<file path="src/rtl/dfd_list_drain_ctrl_if.sv">
// dfd_list_drain_ctrl_if: call handshake plus req/ack/eol/value list port of a dfd_* function.
interface dfd_list_drain_ctrl_if #(parameter int DATA_W = 8);
    logic              f_ready;
    logic              f_done;
    logic [DATA_W-1:0] f_arg0;
    logic [DATA_W-1:0] f_arg1;
    logic              req;
    logic              ack;
    logic              eol;
    logic [DATA_W-1:0] value;
    modport master(output f_ready, f_arg0, f_arg1, req, input f_done, ack, eol, value);
    modport slave(input f_ready, f_arg0, f_arg1, req, output f_done, ack, eol, value);
endinterface

</file>
<file path="src/rtl/dfd_list_drain_ctrl.sv">
// dfd_list_drain_ctrl: calls a list-producing function once and drains its list into count/sum/min/max.
module dfd_list_drain_ctrl #(
    parameter int DATA_W  = 8,
    parameter int SUM_W   = 16,
    parameter int MAX_LEN = 64,
    parameter int TIMEOUT = 1024,
    localparam int CW = $clog2(MAX_LEN + 1),
    localparam int TW = $clog2(TIMEOUT + 1)
) (
    input  logic                      CLOCK_50,
    input  logic                      RESET_N,
    input  logic                      start,
    input  logic [DATA_W-1:0]         arg0,
    input  logic [DATA_W-1:0]         arg1,
    dfd_list_drain_ctrl_if.master     lp,
    output logic                      busy,
    output logic                      result_valid,
    output logic [CW-1:0]             count,
    output logic [SUM_W-1:0]          sum,
    output logic [DATA_W-1:0]         min_v,
    output logic [DATA_W-1:0]         max_v,
    output logic [1:0]                err
);
    typedef enum logic [2:0] {IDLE, CALL, REQ, GAP, DONE, ERR} state_t;
    localparam logic [TW-1:0] TMAX = TW'(TIMEOUT);
    localparam logic [CW-1:0] CMAX = CW'(MAX_LEN);
    state_t            state_q, state_d;
    logic [TW-1:0]     timer_q, timer_d;
    logic [CW-1:0]     count_q, count_d;
    logic [SUM_W-1:0]  sum_q, sum_d;
    logic [DATA_W-1:0] min_q, min_d, max_q, max_d, a0_q, a0_d, a1_q, a1_d;
    logic [1:0]        err_q, err_d;
    logic              tmo;
    assign tmo = timer_q == TMAX;
    always_comb begin
        state_d = state_q;
        timer_d = tmo ? timer_q : timer_q + 1'b1;
        count_d = count_q;
        sum_d   = sum_q;
        min_d   = min_q;
        max_d   = max_q;
        a0_d    = a0_q;
        a1_d    = a1_q;
        err_d   = err_q;
        case (state_q)
            IDLE: begin
                timer_d = '0;
                if (start) begin
                    state_d = CALL;
                    a0_d    = arg0;
                    a1_d    = arg1;
                    count_d = '0;
                    sum_d   = '0;
                    min_d   = '0;
                    max_d   = '0;
                    err_d   = 2'b00;
                end
            end
            CALL: begin
                if (lp.f_done) begin
                    state_d = REQ;
                    timer_d = '0;
                end else if (tmo) begin
                    state_d = ERR;
                    err_d   = 2'b01;
                end
            end
            REQ: begin
                if (lp.ack) begin
                    if (lp.eol) state_d = DONE;
                    else if (count_q == CMAX) begin
                        state_d = ERR;
                        err_d   = 2'b10;
                    end else begin
                        state_d = GAP;
                        count_d = count_q + 1'b1;
                        sum_d   = sum_q + {{(SUM_W-DATA_W){lp.value[DATA_W-1]}}, lp.value};
                        // first element seeds both extremes
                        min_d   = (count_q == '0 || $signed(lp.value) < $signed(min_q)) ? lp.value : min_q;
                        max_d   = (count_q == '0 || $signed(lp.value) > $signed(max_q)) ? lp.value : max_q;
                    end
                end else if (tmo) begin
                    state_d = ERR;
                    err_d   = 2'b01;
                end
            end
            GAP: begin
                if (!lp.ack) begin
                    state_d = REQ;
                    timer_d = '0;
                end else if (tmo) begin
                    state_d = ERR;
                    err_d   = 2'b01;
                end
            end
            default: state_d = IDLE;
        endcase
    end
    always_ff @(posedge CLOCK_50 or negedge RESET_N) begin
        if (!RESET_N) begin
            state_q <= IDLE;
            timer_q <= '0;
            count_q <= '0;
            sum_q   <= '0;
            min_q   <= '0;
            max_q   <= '0;
            a0_q    <= '0;
            a1_q    <= '0;
            err_q   <= 2'b00;
        end else begin
            state_q <= state_d;
            timer_q <= timer_d;
            count_q <= count_d;
            sum_q   <= sum_d;
            min_q   <= min_d;
            max_q   <= max_d;
            a0_q    <= a0_d;
            a1_q    <= a1_d;
            err_q   <= err_d;
        end
    end
    assign lp.f_ready    = state_q == CALL || state_q == REQ || state_q == GAP;
    assign lp.req        = state_q == REQ;
    assign lp.f_arg0     = a0_q;
    assign lp.f_arg1     = a1_q;
    assign busy          = state_q != IDLE;
    assign result_valid  = state_q == DONE;
    assign count         = count_q;
    assign sum           = sum_q;
    assign min_v         = min_q;
    assign max_v         = max_q;
    assign err           = err_q;
endmodule

</file>
<file path="src/flat_wrapper.sv">
// flat-port wrapper written by rule: the top's interface ports become plain ports
module dfd_list_drain_ctrl_flat 
#(
    parameter int DATA_W  = 8,
    parameter int SUM_W   = 16,
    parameter int MAX_LEN = 64,
    parameter int TIMEOUT = 1024,
    localparam int CW = $clog2(MAX_LEN + 1),
    localparam int TW = $clog2(TIMEOUT + 1)
)
  (CLOCK_50, RESET_N, start, arg0, arg1, busy, result_valid, count, sum, min_v, max_v, err, lp_f_ready, lp_f_arg0, lp_f_arg1, lp_req, lp_f_done, lp_ack, lp_eol, lp_value);
  dfd_list_drain_ctrl_if #(.DATA_W(DATA_W)) lp_i ();
  input  logic CLOCK_50;
  input  logic RESET_N;
  input  logic start;
  input  logic [DATA_W-1:0] arg0;
  input  logic [DATA_W-1:0] arg1;
  output logic busy;
  output logic result_valid;
  output logic [CW-1:0] count;
  output logic [SUM_W-1:0] sum;
  output logic [DATA_W-1:0] min_v;
  output logic [DATA_W-1:0] max_v;
  output logic [1:0] err;
  output wire logic [$bits(lp_i.f_ready)-1:0] lp_f_ready;
  output wire logic [$bits(lp_i.f_arg0)-1:0] lp_f_arg0;
  output wire logic [$bits(lp_i.f_arg1)-1:0] lp_f_arg1;
  output wire logic [$bits(lp_i.req)-1:0] lp_req;
  input wire logic [$bits(lp_i.f_done)-1:0] lp_f_done;
  input wire logic [$bits(lp_i.ack)-1:0] lp_ack;
  input wire logic [$bits(lp_i.eol)-1:0] lp_eol;
  input wire logic [$bits(lp_i.value)-1:0] lp_value;
  assign lp_f_ready = lp_i.f_ready;
  assign lp_f_arg0 = lp_i.f_arg0;
  assign lp_f_arg1 = lp_i.f_arg1;
  assign lp_req = lp_i.req;
  assign lp_i.f_done = lp_f_done;
  assign lp_i.ack = lp_ack;
  assign lp_i.eol = lp_eol;
  assign lp_i.value = lp_value;
  dfd_list_drain_ctrl #(.DATA_W(DATA_W), .SUM_W(SUM_W), .MAX_LEN(MAX_LEN), .TIMEOUT(TIMEOUT)) u_core (.CLOCK_50(CLOCK_50), .RESET_N(RESET_N), .start(start), .arg0(arg0), .arg1(arg1), .lp(lp_i), .busy(busy), .result_valid(result_valid), .count(count), .sum(sum), .min_v(min_v), .max_v(max_v), .err(err));
endmodule
</file>
<file path="config.mk">
export PLATFORM = sky130hd
export DESIGN_NAME = dfd_list_drain_ctrl_flat
export DESIGN_NICKNAME = d
export VERILOG_FILES = /design/src/rtl/dfd_list_drain_ctrl_if.sv /design/src/rtl/dfd_list_drain_ctrl.sv /design/src/flat_wrapper.sv
export SDC_FILE = /design/constraint.sdc
export NUM_CORES = 1
export LEC_CHECK = 0
export ABC_AREA = 0
export CORE_MARGIN = 2
export CORE_UTILIZATION = 40
export CTS_CLUSTER_SIZE = 8
export DETAILED_ROUTE_END_ITERATION = 12
export PLACE_DENSITY_LB_ADDON = 0.12
export SETUP_SLACK_MARGIN = 0.02
export SLEW_MARGIN = 20
export SYNTH_ARGS = -nofsm -noshare
export SYNTH_HDL_FRONTEND = slang
export SYNTH_SLANG_ARGS = --single-unit
</file>
<file path="constraint.sdc">
create_clock -name CLOCK_50 -period 3.55 [get_ports CLOCK_50]
set_input_delay 0.8875 -clock CLOCK_50 [delete_from_list [all_inputs] [get_ports CLOCK_50]]
set_output_delay 0.8875 -clock CLOCK_50 [all_outputs]
set_load 0.01 [all_outputs]
</file>
## Yosys cells after proc, flatten, opt, wreduce, memory -nomap -nowiden

Cells that the tools add are included.

| storage, ports and cells | value |
|---|---|
| output and inout bits | 61 |
| register bits after elaboration | 71 |
| input port bits | 30 |
| logic and storage cells | 85 |

| operators by class | value |
|---|---|
| reductions and logical operators | 14 |
| add/sub/neg operators | 3 |
| mux-type cells | 41 |
| $lt $le $gt $ge | 2 |
| equal/unequal tests | 16 |

Operator list:

| cell | count |
|---|---|
| 2-to-1 mux 8 bit | 9 |
| 2-to-1 mux 16 bit | 4 |
| 2-to-1 mux 11 bit | 3 |
| one-hot mux 11 bit (3 select lines) | 1 |
| one-hot mux 16 bit (2 select lines) | 1 |
| one-hot mux 8 bit (2 select lines) | 2 |
| 2-to-1 mux 7 bit | 4 |
| 2-to-1 mux 3 bit | 7 |
| AND reduction 6 bit | 3 |
| adder 16 bit | 1 |
| 2-to-1 mux 2 bit | 7 |
| one-hot mux 7 bit (2 select lines) | 1 |
| one-hot mux 3 bit (4 select lines) | 1 |
| adder 11 x 1 -> 11 bit, second input constant | 1 |
| equality test 11 bit, second input constant | 1 |
| inequality test 2 bit, second input constant | 5 |
| greater-than comparator 8 bit | 1 |
| less-than comparator 8 bit | 1 |
| one-hot mux 2 bit (4 select lines) | 1 |
| adder 7 x 1 -> 7 bit, second input constant | 1 |
| equality test 7 bit, second input constant | 1 |
| logical NOT 7 bit | 1 |
| equality test 3 x 2 -> 1 bit, second input constant | 2 |
| inequality test 2 x 1 -> 1 bit, second input constant | 3 |
| other kinds (11) | 14 |

## Longest topological paths before layout

| depth | value |
|---|---|
| word-level depth | 7 |
| mapped depth | 9 |
| mapped depth without buffers | 8 |

## Worst setup path before layout

Ideal clock, no wire load.

| path | value |
|---|---|
| kind | input port to flip-flop |
| start point | in lp_value[1] |
| end point | reg u_core.sum_q[15] (netlist: u_core.sum[15]) |
| path buffers | 0 |
| path slack | 0.935 ns |
| arrival time | 2.535 ns |
| stages | 7 |
| cell sequence | ha_1 a211o_1 a21o_1 a31oi_1 o31a_1 mux2i_1 mux2i_1 |

| between the ends | value |
|---|---|
| cells in the longest elaborated chain, start to end | 5 |

RTL lines:

| element | RTL line | source |
|---|---|---|
| start, declared | flat_wrapper.sv:32 | `input wire logic [$bits(lp_i.value)-1:0] lp_value;` |
| adder 16 bit | dfd_list_drain_ctrl.sv:77 | `sum_d = sum_q + {{(SUM_W-DATA_W){lp.value[DATA_W-1]}}, lp.value};` |
| 2-to-1 mux 16 bit | dfd_list_drain_ctrl.sv:71 | `else if (count_q == CMAX) begin` |
| 2-to-1 mux 16 bit | dfd_list_drain_ctrl.sv:70 | `if (lp.eol) state_d = DONE;` |
| 2-to-1 mux 16 bit | dfd_list_drain_ctrl.sv:69 | `if (lp.ack) begin` |
| one-hot mux 16 bit (2 select lines) | dfd_list_drain_ctrl.sv:45 | `case (state_q)` |
| end signal, assigned | dfd_list_drain_ctrl.sv:114 | `sum_q <= sum_d;` |
| end, declared | dfd_list_drain_ctrl.sv:30 | `logic [SUM_W-1:0] sum_q, sum_d;` |

Every way passes these cells. The select of a mux whose other input is x is not followed.
A chain may end at the register's enable or synchronous reset.

## Worst setup path after layout

| path | value |
|---|---|
| start point | in lp_value[0] |
| end point | reg u_core.sum_q[12] (netlist: u_core.sum[12]) |

Same word-level chain as after synthesis.

==> metrics.md <==
| Metric | Value |
|---|---|
| Synth Area in Compound Gates | `0.141` |
| RSZ-0062 raised after global routing | `no` |
| Simple-gate share of the synthesized area | `0.195` |
| Initial antenna violation count | `0` |
| Clk pwr share | `0.165` |
| # nets final | `612` |
| Worst reg-to-reg path cell count | `8` |
| H-Tree Level Count | `3` |
| Slowest stage cell on the critical path | `clkdlybuf4s50_1` |
| Hold WS | `481 ps` |
| Async set-reset flop share out of synthesis | `1.00` |
| Gr usage total | `0.193` |
| Setup violations, final | `0` |
| Port buffer count | `90` |
| Status | `complete, no violations` |
| Register bit total from synthesis | `71` |
| Hold depth | `1` |
| Placed Instances | `672` |
| Switching Power | `1710 uW` |
| Die span in x | `108 um` |
| Via count | `3538` |
| Slew HR | `0.469` |
| 1st-iter DRT viols | `190` |
| Yosys warnings | `0` |
| Most common cell after layout, fill and taps aside | `clkdlybuf4s50_1` |
| Fin worst setup slack | `544 ps` |
| Number of synthesized flops with an enable pin | `0` |
| Clock latency on the worst-skew pair | `340 ps` |
| Final setup TNS | `0 ps` |
| Gpl congestion | `0.870` |
| Hold Path Class | `reg -> reg` |
| CTS Buf Count | `9` |
| WS Path Type | `in -> reg` |
| Vias in the first global route | `3568` |
| Average wire per standard cell | `15.3 um` |
| Most frequent cells in the layout | `clkdlybuf4s50_1, nand2_1, dfrtp_1` |
| Post-Syn Nets | `517` |
| Critical Path Source | `lp_value[0]` |
| Clock sink count | `71` |
| Post-route clock period utilization | `0.847` |
| Die extent in y | `108 um` |
| Synth Area in XOR/XNOR | `0.0528` |
| Min-delay src | `u_core.sum[15]$_DFFE_PN0P_` |
| Final critical-path required period | `3010 ps` |
| Row cnt | `37` |
| Grt ovf | `0` |
| Seq pwr share | `0.305` |
| Place WS | `186 ps` |
| Layout cells sized above 1 | `0.0998` |
| Routed wire length | `10.5 mm` |
| Net Sw Frac | `0.386` |
| Pwr/cell area | `790 nW/um^2` |
| Layout fillers | `963` |
| F_max | `0.333 GHz` |
| Mux contribution to synthesized area | `0.0560` |
| Initial Util | `0.414` |
| DRT Pass-1 Iters | `4` |
| CP endpoint kind | `flip-flop` |
| Sequential area share after synthesis | `0.412` |
| Power Total | `4430 uW` |
| Comb power frac | `0.530` |
| Critical Path Start Type | `input port` |
| Reg-to-reg startpoint | `u_core.sum[0]$_DFFE_PN0P_` |
| Synthesized area | `4310 um^2` |
| Worst-margin pin slew | `796 ps` |
| Max stage delay on crit path | `460 ps` |
| Critical-path cell list | `clkdlybuf4s50_1, ha_1, fa_1, a211oi_1, o21bai_1, a21oi_1, a21oi_1, o21a_1, o31ai_1` |
| Clock buffer depth | `2` |
| Count of final hold-check violations | `0` |
| Int Pwr | `2720 uW` |
| Clock Skew | `7.19 ps` |
| ANT cells | `0` |
| DIE AREA | `11600 um^2` |
| Num ports | `91` |
| Syn avg cell area | `9.54 um^2` |
| Crit Path Max Fanout | `4` |
| Top FF cell, synth | `dfrtp_1` |
| First-pass GRT wire length | `17.6 mm` |
| Most frequent CP cell | `a21oi_1` |
| Synth cell types | `56` |
| CTS resizes | `0` |
| # Max-Cap Violations | `0` |
| CTS Hold Bufs | `0` |
| Max VDD drop | `0.377 mV` |
| Post-route DRC | `0` |
| CTS tree | `built` |
| CTS Root Cell | `clkbuf_8` |
| Cell count after synthesis | `452` |
| Largest family of logic cells by synthesized area | `simple AND/OR/NAND/NOR gates` |
| P_leak | `0.00262 uW` |
| Post-synthesis to final-layout area growth | `30.1%` |
| Antenna viol nets, final | `0` |
| Core area | `10400 um^2` |
| Routed vias/inst | `5.15` |
| Fraction of the mapped netlist area in adder cells | `0.103` |
| Largest net degree at the start of global routing | `40` |
| Crit path DAT | `3260 ps` |
| Final Non-Filler Cells | `687` |
| Req. time, crit path | `3800 ps` |
| Hpwl dp | `7.60 mm` |
| Post-CTS Setup Repair Bufs | `0` |
| Fin. max-slew vios | `0` |
| Worst-path clk slew | `80 ps` |
[synth_stat cells (all sizes together) (3+ instances only)]
cell type	instances	share of area
xnor2	11	0.022
a21o	13	0.023
and2	12	0.017
nand4	6	0.0087
buf	4	0.0075
nand3	22	0.026
nor2b	4	0.0058
a31oi	6	0.0087
nor3	6	0.0081
mux2	17	0.051
o31ai	3	0.0084
o21ai	25	0.030
ha	34	0.099
a21oi	15	0.017
nor2	31	0.029
nand2	76	0.066
clkbuf	13	0.011
nor3b	3	0.0064
dfrtp	71	0.41
o21bai	4	0.0070
inv	24	0.021
a211oi	5	0.0087
xor2	15	0.030
[worst paths after layout]
kind                       slack (ps)                            end
min reg2reg                       480     u_core.sum[15]$_DFFE_PN0P_
max                               540     u_core.sum[12]$_DFFE_PN0P_
min                               480     u_core.sum[15]$_DFFE_PN0P_
min in group asynchronous         630  u_core.state_q[0]$_DFFE_PN0P_
max reg2reg                      1170     u_core.sum[12]$_DFFE_PN0P_
max in group asynchronous        2240      u_core.sum[1]$_DFFE_PN0P_
[sequential cells by signal (all words and copies together), names as in the netlist]
signal            count
u_core.max_v          8
u_core.timer_q       11
u_core.lp.f_arg1      8
u_core.count          7
u_core.err            2
u_core.lp.f_arg0      8
u_core.state_q        3
u_core.sum           16
u_core.min_v          8
[layout make-up]
type                    instances  area [um^2]  area share
clock buffers                  10          138      0.0245
clock inverters                 5         82.6      0.0147
inverters                      24         90.1      0.0160
multi-input cells             340         2360       0.421
flip-flops and latches         71         1780       0.317
well taps                     136          170      0.0303
repair buffers                101          991       0.177
[through the flow]
step,instance area (um^2),util
after floorplan,4310,-
after global placement,5390,0.518
after detailed placement,5390,0.518
after CTS,5610,0.539
after global routing,5610,0.539
final,5610,0.539
[critical path: cells and delay by family]
family / cells / cell delay (ps)
AO/OA/AOI/OAI: 6 / 1220
adder cells (fa/ha/maj): 2 / 710
buffers and inverters: 1 / 460
[metal layers]
layer / up-vias / track usage / part of all wire
li1: 1750 / - / -
met1: 1683 / 0.259 / 0.48
met2: 95 / 0.303 / 0.45
met3: 10 / 0.0527 / 0.056
met4: 0 / 0.0595 / 0.014
met5: - / 0 / 0
[cells by family (layout without fill, tap and decap cells)]
kind of cell	after synthesis	in the layout
AO/OA/AOI/OAI	88	88
XOR/XNOR	26	26
adder cells (fa/ha/maj)	35	35
buffers and inverters	41	140
flip-flops	71	71
multiplexers	19	19
AND/OR/NAND/NOR	172	172
[power by group through the flow]
| stage | clock network, uW | logic, uW | registers (uW) |
|---|---|---|---|
| after floorplan | 0 | 1240 | 1370 |
| after global placement | 0 | 2330 | 1360 |
| after detailed placement | 0 | 2360 | 1360 |
| after CTS | 755 | 2370 | 1360 |
| after global routing | 787 | 2610 | 1400 |
| final | 731 | 2350 | 1350 |
Note: power is estimated with default switching activity, not from simulation.
